### src/rtl/uart_tx_arbiter.sv
// Round-robin, message-granular arbiter sharing one UART TX byte port among N_REQ requesters.
// Optional macro UART_ARB_ID_HEADER_EN: each grant first sends the winner's index as a header byte.
module uart_tx_arbiter #(
  parameter int N_REQ     = 4,
  parameter int DATA_W    = 7,
  parameter int MAX_BURST = 16,
  parameter int TIMEOUT   = 32
) (
  input  logic                      clk,
  input  logic                      rst,
  input  logic [N_REQ-1:0]          req_valid,
  input  logic [N_REQ*DATA_W-1:0]   req_data,
  input  logic [N_REQ-1:0]          req_last,
  output logic [N_REQ-1:0]          req_ready,
  output logic                      tx_valid,
  output logic [DATA_W-1:0]         tx_data,
  input  logic                      tx_ready,
  output logic [N_REQ-1:0]          grant,
  output logic                      busy
);
  localparam int IDX_W = (N_REQ > 1) ? $clog2(N_REQ) : 1;

`ifdef UART_ARB_ID_HEADER_EN
  typedef enum logic [1:0] {IDLE = 2'd0, HDR = 2'd1, XFER = 2'd2} state_t;
`else
  typedef enum logic [1:0] {IDLE = 2'd0, XFER = 2'd2} state_t;
`endif

  state_t state, state_n;
  logic [IDX_W-1:0] g_idx, ptr, pick, cand;
  logic [7:0] burst_cnt, idle_cnt;
  logic found, xfer, hs, vld_g, last_g, done_burst, done_idle;
  logic [N_REQ-1:0] valid_m;
  logic [N_REQ-1:0][DATA_W-1:0] data_m;
  logic [DATA_W-1:0] data_g;

  // Per-requester passthrough: only the granted lane contributes to the shared bus.
  for (genvar k = 0; k < N_REQ; k++) begin : g_lane
    assign req_ready[k] = grant[k] & xfer & tx_ready;
    assign valid_m[k]   = grant[k] & req_valid[k];
    assign data_m[k]    = grant[k] ? req_data[k*DATA_W +: DATA_W] : '0;
  end

  always_comb begin
    data_g = '0;
    for (int k = 0; k < N_REQ; k++) data_g = data_g | data_m[k];
  end

  assign xfer       = (state == XFER);
  assign vld_g      = |valid_m;
  assign last_g     = |(grant & req_last);
  assign hs         = tx_valid & tx_ready;
  assign done_burst = (burst_cnt == 8'(MAX_BURST - 1));
  assign done_idle  = !vld_g && (idle_cnt == 8'(TIMEOUT - 1));
  assign busy       = (state != IDLE);

  // Rotating priority: first asserted request after the previous owner.
  always_comb begin
    pick  = ptr;
    found = 1'b0;
    cand  = '0;
    for (int i = 1; i <= N_REQ; i++) begin
      cand = IDX_W'((int'(ptr) + i) % N_REQ);
      if (!found && req_valid[cand]) begin
        pick  = cand;
        found = 1'b1;
      end
    end
  end

  always_ff @(posedge clk) begin
    if (rst) state <= IDLE;
    else     state <= state_n;
  end

  always_comb begin
    state_n = state;
    case (state)
`ifdef UART_ARB_ID_HEADER_EN
      IDLE: if (|req_valid) state_n = HDR;
      HDR:  if (tx_ready) state_n = XFER;
`else
      IDLE: if (|req_valid) state_n = XFER;
`endif
      XFER: if ((hs && (last_g || done_burst)) || done_idle) state_n = IDLE;
      default: state_n = IDLE;
    endcase
  end

  always_comb begin
    tx_valid = 1'b0;
    tx_data  = '0;
    case (state)
`ifdef UART_ARB_ID_HEADER_EN
      HDR: begin
        tx_valid = 1'b1;
        tx_data  = DATA_W'(g_idx);
      end
`endif
      XFER: begin
        tx_valid = vld_g;
        tx_data  = data_g;
      end
      default: ;
    endcase
  end

  always_ff @(posedge clk) begin
    if (rst) begin
      grant     <= '0;
      g_idx     <= '0;
      ptr       <= IDX_W'(N_REQ - 1);
      burst_cnt <= '0;
      idle_cnt  <= '0;
    end else begin
      case (state)
        IDLE: if (|req_valid) begin
          grant     <= {{(N_REQ-1){1'b0}}, 1'b1} << pick;
          g_idx     <= pick;
          burst_cnt <= '0;
          idle_cnt  <= '0;
        end
        XFER: begin
          if (hs) burst_cnt <= burst_cnt + 8'd1;
          idle_cnt <= vld_g ? 8'd0 : idle_cnt + 8'd1;
          if (state_n == IDLE) begin
            grant <= '0;
            ptr   <= g_idx;
          end
        end
        default: ;
      endcase
    end
  end
endmodule

### config.mk
export PLATFORM = sky130hd
export DESIGN_NAME = uart_tx_arbiter
export DESIGN_NICKNAME = d
export VERILOG_FILES = /design/src/rtl/uart_tx_arbiter.sv
export SDC_FILE = /design/constraint.sdc
export NUM_CORES = 1
export LEC_CHECK = 0
export ABC_AREA = 1
export BUFFER_PORTS_ARGS = -buffer_cell sky130_fd_sc_hd__buf_2
export CAP_MARGIN = 20
export CORE_MARGIN = 2
export CORE_UTILIZATION = 51
export DETAILED_ROUTE_END_ITERATION = 6
export HOLD_SLACK_MARGIN = 0.12
export PLACE_DENSITY = 0.8
export SLEW_MARGIN = 10
export SYNTH_ARGS = -nofsm -noshare
export SYNTH_HDL_FRONTEND = slang
export SYNTH_SLANG_ARGS = --single-unit
### constraint.sdc
create_clock -name clk -period 1.95 [get_ports clk]
set_clock_uncertainty 0.1 [all_clocks]
set_input_delay 0.0975 -clock clk [delete_from_list [all_inputs] [get_ports clk]]
set_output_delay 0.0975 -clock clk [all_outputs]
set_load 0.1 [all_outputs]
======== Yosys cells after proc, flatten, opt, wreduce, memory -nomap -nowiden ========
Index checks and enable logic that the tools add are counted.
cells by class
  reductions and logical operators ........ 23
  $add $sub $neg .......................... 6
  eq/ne operators ......................... 6
  $lt $le $gt $ge ......................... 4
  bitwise logic cells ..................... 17
  mux-type cells .......................... 32
  shifts and indexed selects .............. 1
operator list
  cell                                                                  count
  7-bit two-way mux                                                     5
  8-bit case mux with 2 select lines                                    2
  8-bit two-way mux                                                     3
  7-bit bitwise OR                                                      3
  8-bit by 1-bit adder with 8-bit output, second input constant         2
  1-bit AND                                                             13
  2-bit by 3-bit < comparator with 1-bit output, second input constant  4
  2-bit two-way mux                                                     6
  4-bit OR reduction                                                    3
  1-bit binary-select mux with 2-bit select                             4
  8-bit by 4-bit == test with 1-bit output, second input constant       1
  8-bit by 5-bit == test with 1-bit output, second input constant       1
  1-bit two-way mux                                                     8
  4-bit two-way mux                                                     2
  4-bit case mux with 2 select lines                                    1
  2-bit AND reduction                                                   3
  3-bit AND reduction                                                   2
  1-bit logical AND                                                     5
  2-bit by 1-bit adder with 2-bit output, second input constant         2
  2-bit adder, second input constant                                    2
  4-bit AND                                                             1
  1-bit zero test                                                       4
  2-bit zero test                                                       2
  2-bit by 1-bit != test with 1-bit output, second input constant       2
  6 further kinds                                                       8
storage, ports and cells
  output and inout bits ................... 17
  input port bits ......................... 39
  flip-flop bits (word level) ............. 26

======== Longest topological paths before layout ========
  depth in word-level cells ............... 16
  depth in mapped cells ................... 14
  depth with buffers taken out ............ 13

======== Least setup slack after synthesis ========
Ideal clock, no wire load.
  path kind ............................... register -> output
  start point ............................. register grant[1]
  end point ............................... output port req_ready[1]
  path buffers ............................ 1
  cell stages (with the launch flop) ...... 4
  path slack .............................. -1.605 ns
  data required time ...................... 1.752 ns
  arrival time ............................ 3.358 ns
  cells stage by stage .................... dfxtp_1 > buf_4 > inv_1 > nor3_1
on the way
  cells in the longest elaborated chain, start to end .. 2
RTL lines
  element                  RTL line  RTL
  start, declared          18        output logic [N_REQ-1:0] grant,
  start signal, assigned   118       grant <= {{(N_REQ-1){1'b0}}, 1'b1} << pick;
  1-bit AND (2 in series)  39        assign req_ready[k] = grant[k] & xfer & tx_ready;
  end, declared            14        output logic [N_REQ-1:0] req_ready,
Every way passes these cells.

======== Worst setup path in the final report ========
  start point ............................. register state[0]
  end point ............................... output port req_ready[1]
on the way
  cells in the longest elaborated chain, start to end .. 3
RTL lines
  element                  RTL line  RTL
  start, declared          29        state_t state, state_n;
  start signal, assigned   73        else state <= state_n;
  2-bit == test            49        assign xfer = (state == XFER);
  1-bit AND (2 in series)  39
Every way passes these cells.

==> tab_implementation.tex <==
\begin{tabular}{lr}
\hline
Metric & Value \\
\hline
\multicolumn{2}{l}{\textbf{Worst setup path}} \\
Critical Path Slowest Stage Cell & sky130\_fd\_sc\_hd\_\_buf\_2 \\
Largest driver fanout on the critical path & 12 \\
Biggest cell delay along the critical path & 450 ps \\
Crit path kind & flop to primary output \\
Sum of buffers and inverters on the critical path & 3 \\
Type of origin of the critical path & flop \\
Cells along the critical path & clkinv\_1 -> nand2\_2 -> buf\_4 -> nor3\_2 -> buf\_2 \\
Worst EP arrival & 1640 ps \\
Req. time, crit path & 1750 ps \\
Crit path capture type & primary output \\
Cell family contributing the most delay on the critical path & buffers and inverters \\
\multicolumn{2}{l}{\textbf{Cells and area}} \\
Cell area after layout & 2280 um\^{}2 \\
Share of layout cells above drive strength 1 & 35.0\% \\
Final-layout fill cell count & 314 \\
Post-layout instance count excluding filler cells & 383 \\
Area taken by multi-input logic gates & 1190 um\^{}2 \\
Nets & 379 \\
Commonest non-fill, non-tap cell in the layout & sky130\_fd\_sc\_hd\_\_nand2\_1 \\
Top library cells by usage in the layout, fill and taps aside & 94 x sky130\_fd\_sc\_hd\_\_nand2\_1, 48 x sky130\_fd\_sc\_hd\_\_buf\_2, 24 x sky130\_fd\_sc\_hd\_\_inv\_1 \\
Layout Utilization & 67.7\% \\
Area added between synthesis and finish & 26.1\% \\
Antenna diode instance count & 0 \\
Area used by sequential logic in the layout & 536 um\^{}2 \\
\multicolumn{2}{l}{\textbf{Timing}} \\
Setup repair after global routing missed its margin & false \\
Peak Freq & 545 MHz \\
Clock period minus final worst setup slack & 1840 ps \\
Final number of setup-violating endpoints & 0 \\
Final number of max-transition violations & 0 \\
Number of hold violations in the final report & 0 \\
Fraction of the cycle the final worst path needs & 94.2\% \\
\multicolumn{2}{l}{\textbf{Pwr}} \\
Peak ir drop on the vdd network & 0.000513 V \\
Static power due to leakage & 0.00101 uW \\
Share of total power in the clock network & 21.0\% \\
Logic pwr share & 32.7\% \\
Net Switching & 479 uW \\
Part of the total power dissipated in sequential elements & 46.3\% \\
PwrDens & 557 nW/um\^{}2 \\
Total chip power & 1270 uW \\
Internal & 788 uW \\
Switching share of total power & 37.8\% \\
\multicolumn{2}{l}{\textbf{GRT}} \\
Via count of the first global-routing pass & 1825 \\
Gr usage total & 22.3\% \\
Number of antenna violations at the first check in global routing & 0 \\
Maximum number of pins on one net before global-route repair & 15 \\
Wire length of the first global-routing pass & 7360 um \\
Global route overflow & 0 \\
\multicolumn{2}{l}{\textbf{Die}} \\
Placeable core area & 3360 um\^{}2 \\
Number of ports placed on the die boundary & 56 \\
Number of standard-cell rows in the floorplan & 21 \\
Floorplan die width & 63.5 um \\
Initial Utilization & 53.7\% \\
Die Area & 4030 um\^{}2 \\
Die Span Y & 63.5 um \\
\multicolumn{2}{l}{\textbf{Route}} \\
Vias & 1950 \\
Post-detailed-route wirelength per cell & 11.2 um \\
Number of routed nets with antenna violations & 0 \\
Pre-Repair DR Iteration Count & 4 \\
Sum of routed wire length over all layers & 4290 um \\
Met2 WL post-DR & 2150 um \\
Number of vias per cell & 5.09 \\
First-iteration detailed-routing DRC count & 67 \\
Final routed DRC violation total & 0 \\
DRT met1 WL & 1920 um \\
Highest routed metal layer & met4 \\
Met3 wire length & 165 um \\
\multicolumn{2}{l}{\textbf{Yosys}} \\
Netlist cell types & 35 \\
Synth warnings & 0 \\
Synthesized instance count & 282 \\
Average footprint of a synthesized cell & 6.40 um\^{}2 \\
Number of nets in the synthesized netlist & 323 \\
Synthesis-stage register bit count & 26 \\
Synthesized area & 1810 um\^{}2 \\
Register area share after synthesis & 28.8\% \\
\multicolumn{2}{l}{\textbf{Run}} \\
Max-cap violation count & 0 \\
\multicolumn{2}{l}{\textbf{Clock network}} \\
Buffers from clock root to sink, at most & 2 \\
Clock-pin slew of the registers on the worst-case setup and hold paths & 130 ps \\
Number of CTS-inserted buffers & 3 \\
CTS H-Tree Depth & 1 \\
Clock insertion delay at the later pin of the skew report & 310 ps \\
Clock tree root buffer cell & sky130\_fd\_sc\_hd\_\_clkbuf\_4 \\
TritonCTS sink count & 26 \\
CTS tree & built \\
Count of buffers added by post-CTS timing repair for setup & 0 \\
\multicolumn{2}{l}{\textbf{Place}} \\
Port Buffers & 55 \\
Last weighted congestion value of the routability-driven placer & 0.871 \\
Placed cells & 377 \\
Instance area at placement & 2200 um\^{}2 \\
HPWL after detailed placement & 3350 um \\
\multicolumn{2}{l}{\textbf{Worst hold path}} \\
Worst hold path type & input pin to flop \\
\multicolumn{2}{l}{\textbf{Run status}} \\
Run status & completed \\
\hline
\end{tabular}
what timing repair did:
item | 4_1_cts | 5_1_grt
hold endpoints to repair | 10 | 0
endpoints found under the setup margin | 0 | 7
gates resized for setup | 0 | 7
hold buffers | 2 | 0
worst min-delay path, stage by stage:
cell                      delay, ps
sky130_fd_sc_hd__buf_2           70
sky130_fd_sc_hd__nand2_1         40
sky130_fd_sc_hd__nand2_1         50
sky130_fd_sc_hd__nor2_1          30
sky130_fd_sc_hd__nand2_1         50
sky130_fd_sc_hd__nand3_1         70
sky130_fd_sc_hd__nand2_1        120
sky130_fd_sc_hd__a21oi_1         70
through the flow:
stage	hold slack (ps)	TNS [ps]	setup WS [ps]
2_1_floorplan	204	-2180	-263
3_3_place_gp	300	0	244
3_5_place_dp	313	0	239
4_1_cts	228	0	39.4
5_1_grt	247	0	6.46
6_report	229	0	114
area by class of cell:
class	count	area share [%]
clock buffer	4	1.59
inverter	33	5.83
multi-input combinational	216	52.4
sequential	26	23.5
tap	46	2.53
timing repair buffer	58	14.1
cell usage after synthesis (all sizes together):
cell | instances | area share, %
xnor2 | 1 | 0.49
clkinv | 2 | 0.42
xor2 | 2 | 0.97
o21ai | 9 | 2.9
o211ai | 2 | 0.83
nand3 | 20 | 6.8
inv | 31 | 6.9
and3 | 1 | 0.35
buf | 5 | 1.9
a21oi | 20 | 5.8
nand4 | 3 | 1.0
o21bai | 1 | 0.42
nand2 | 116 | 28
nor3 | 3 | 0.83
a221oi | 2 | 0.97
dfxtp | 26 | 29
conb | 1 | 0.21
nor2 | 26 | 7.1
ha | 2 | 1.4
a41oi | 7 | 3.4
clkbuf | 2 | 0.62
registers in the layout (all words and copies together) (netlist names):
name       count
burst_cnt      8
idle_cnt       8
grant          4
g_idx          2
ptr            2
state          2
routing by layer:
layer  GRT usage (%)  up-vias
met4            7.34        0
met2            40.4       42
met3            3.75        6
met1            26.3      879
met5               0        -
li1                -     1023
power by group through the flow:
stage	Sequential [uW]	Clock (uW)	Combinational, uW
2_1_floorplan	625	0	293
3_3_place_gp	597	0	405
3_5_place_dp	597	0	410
4_1_cts	586	280	414
5_1_grt	591	302	454
6_report	587	266	414
logic make-up (layout without fill, tap and decap cells):
family                   count (synthesis)  count (layout)  share of synthesized area (%)
AO/OA/AOI/OAI                           41              41                           14.3
XOR/XNOR                                 3               3                           1.46
adder cells (fa/ha/maj)                  2               2                           1.39
buffers and inverters                   40              95                           9.77
flip-flops                              26              26                           28.8
other                                    1               1                          0.208
AND/OR/NAND/NOR                        169             169                           44.1
path summary, 6_finish.rpt:
| path | start | endpoint | slack [ps] | cells past startpoint |
|---|---|---|---|---|
| min reg2reg | g_idx[1] | g_idx[1] | 380 | 2 |
| min | req_last[3] | state[1] | 230 | 8 |
| max | state[0] | req_ready[1] | 110 | 5 |
| max reg2reg | ptr[0] | grant[1] | 200 | 11 |
Power figures use the tool's default switching activity.
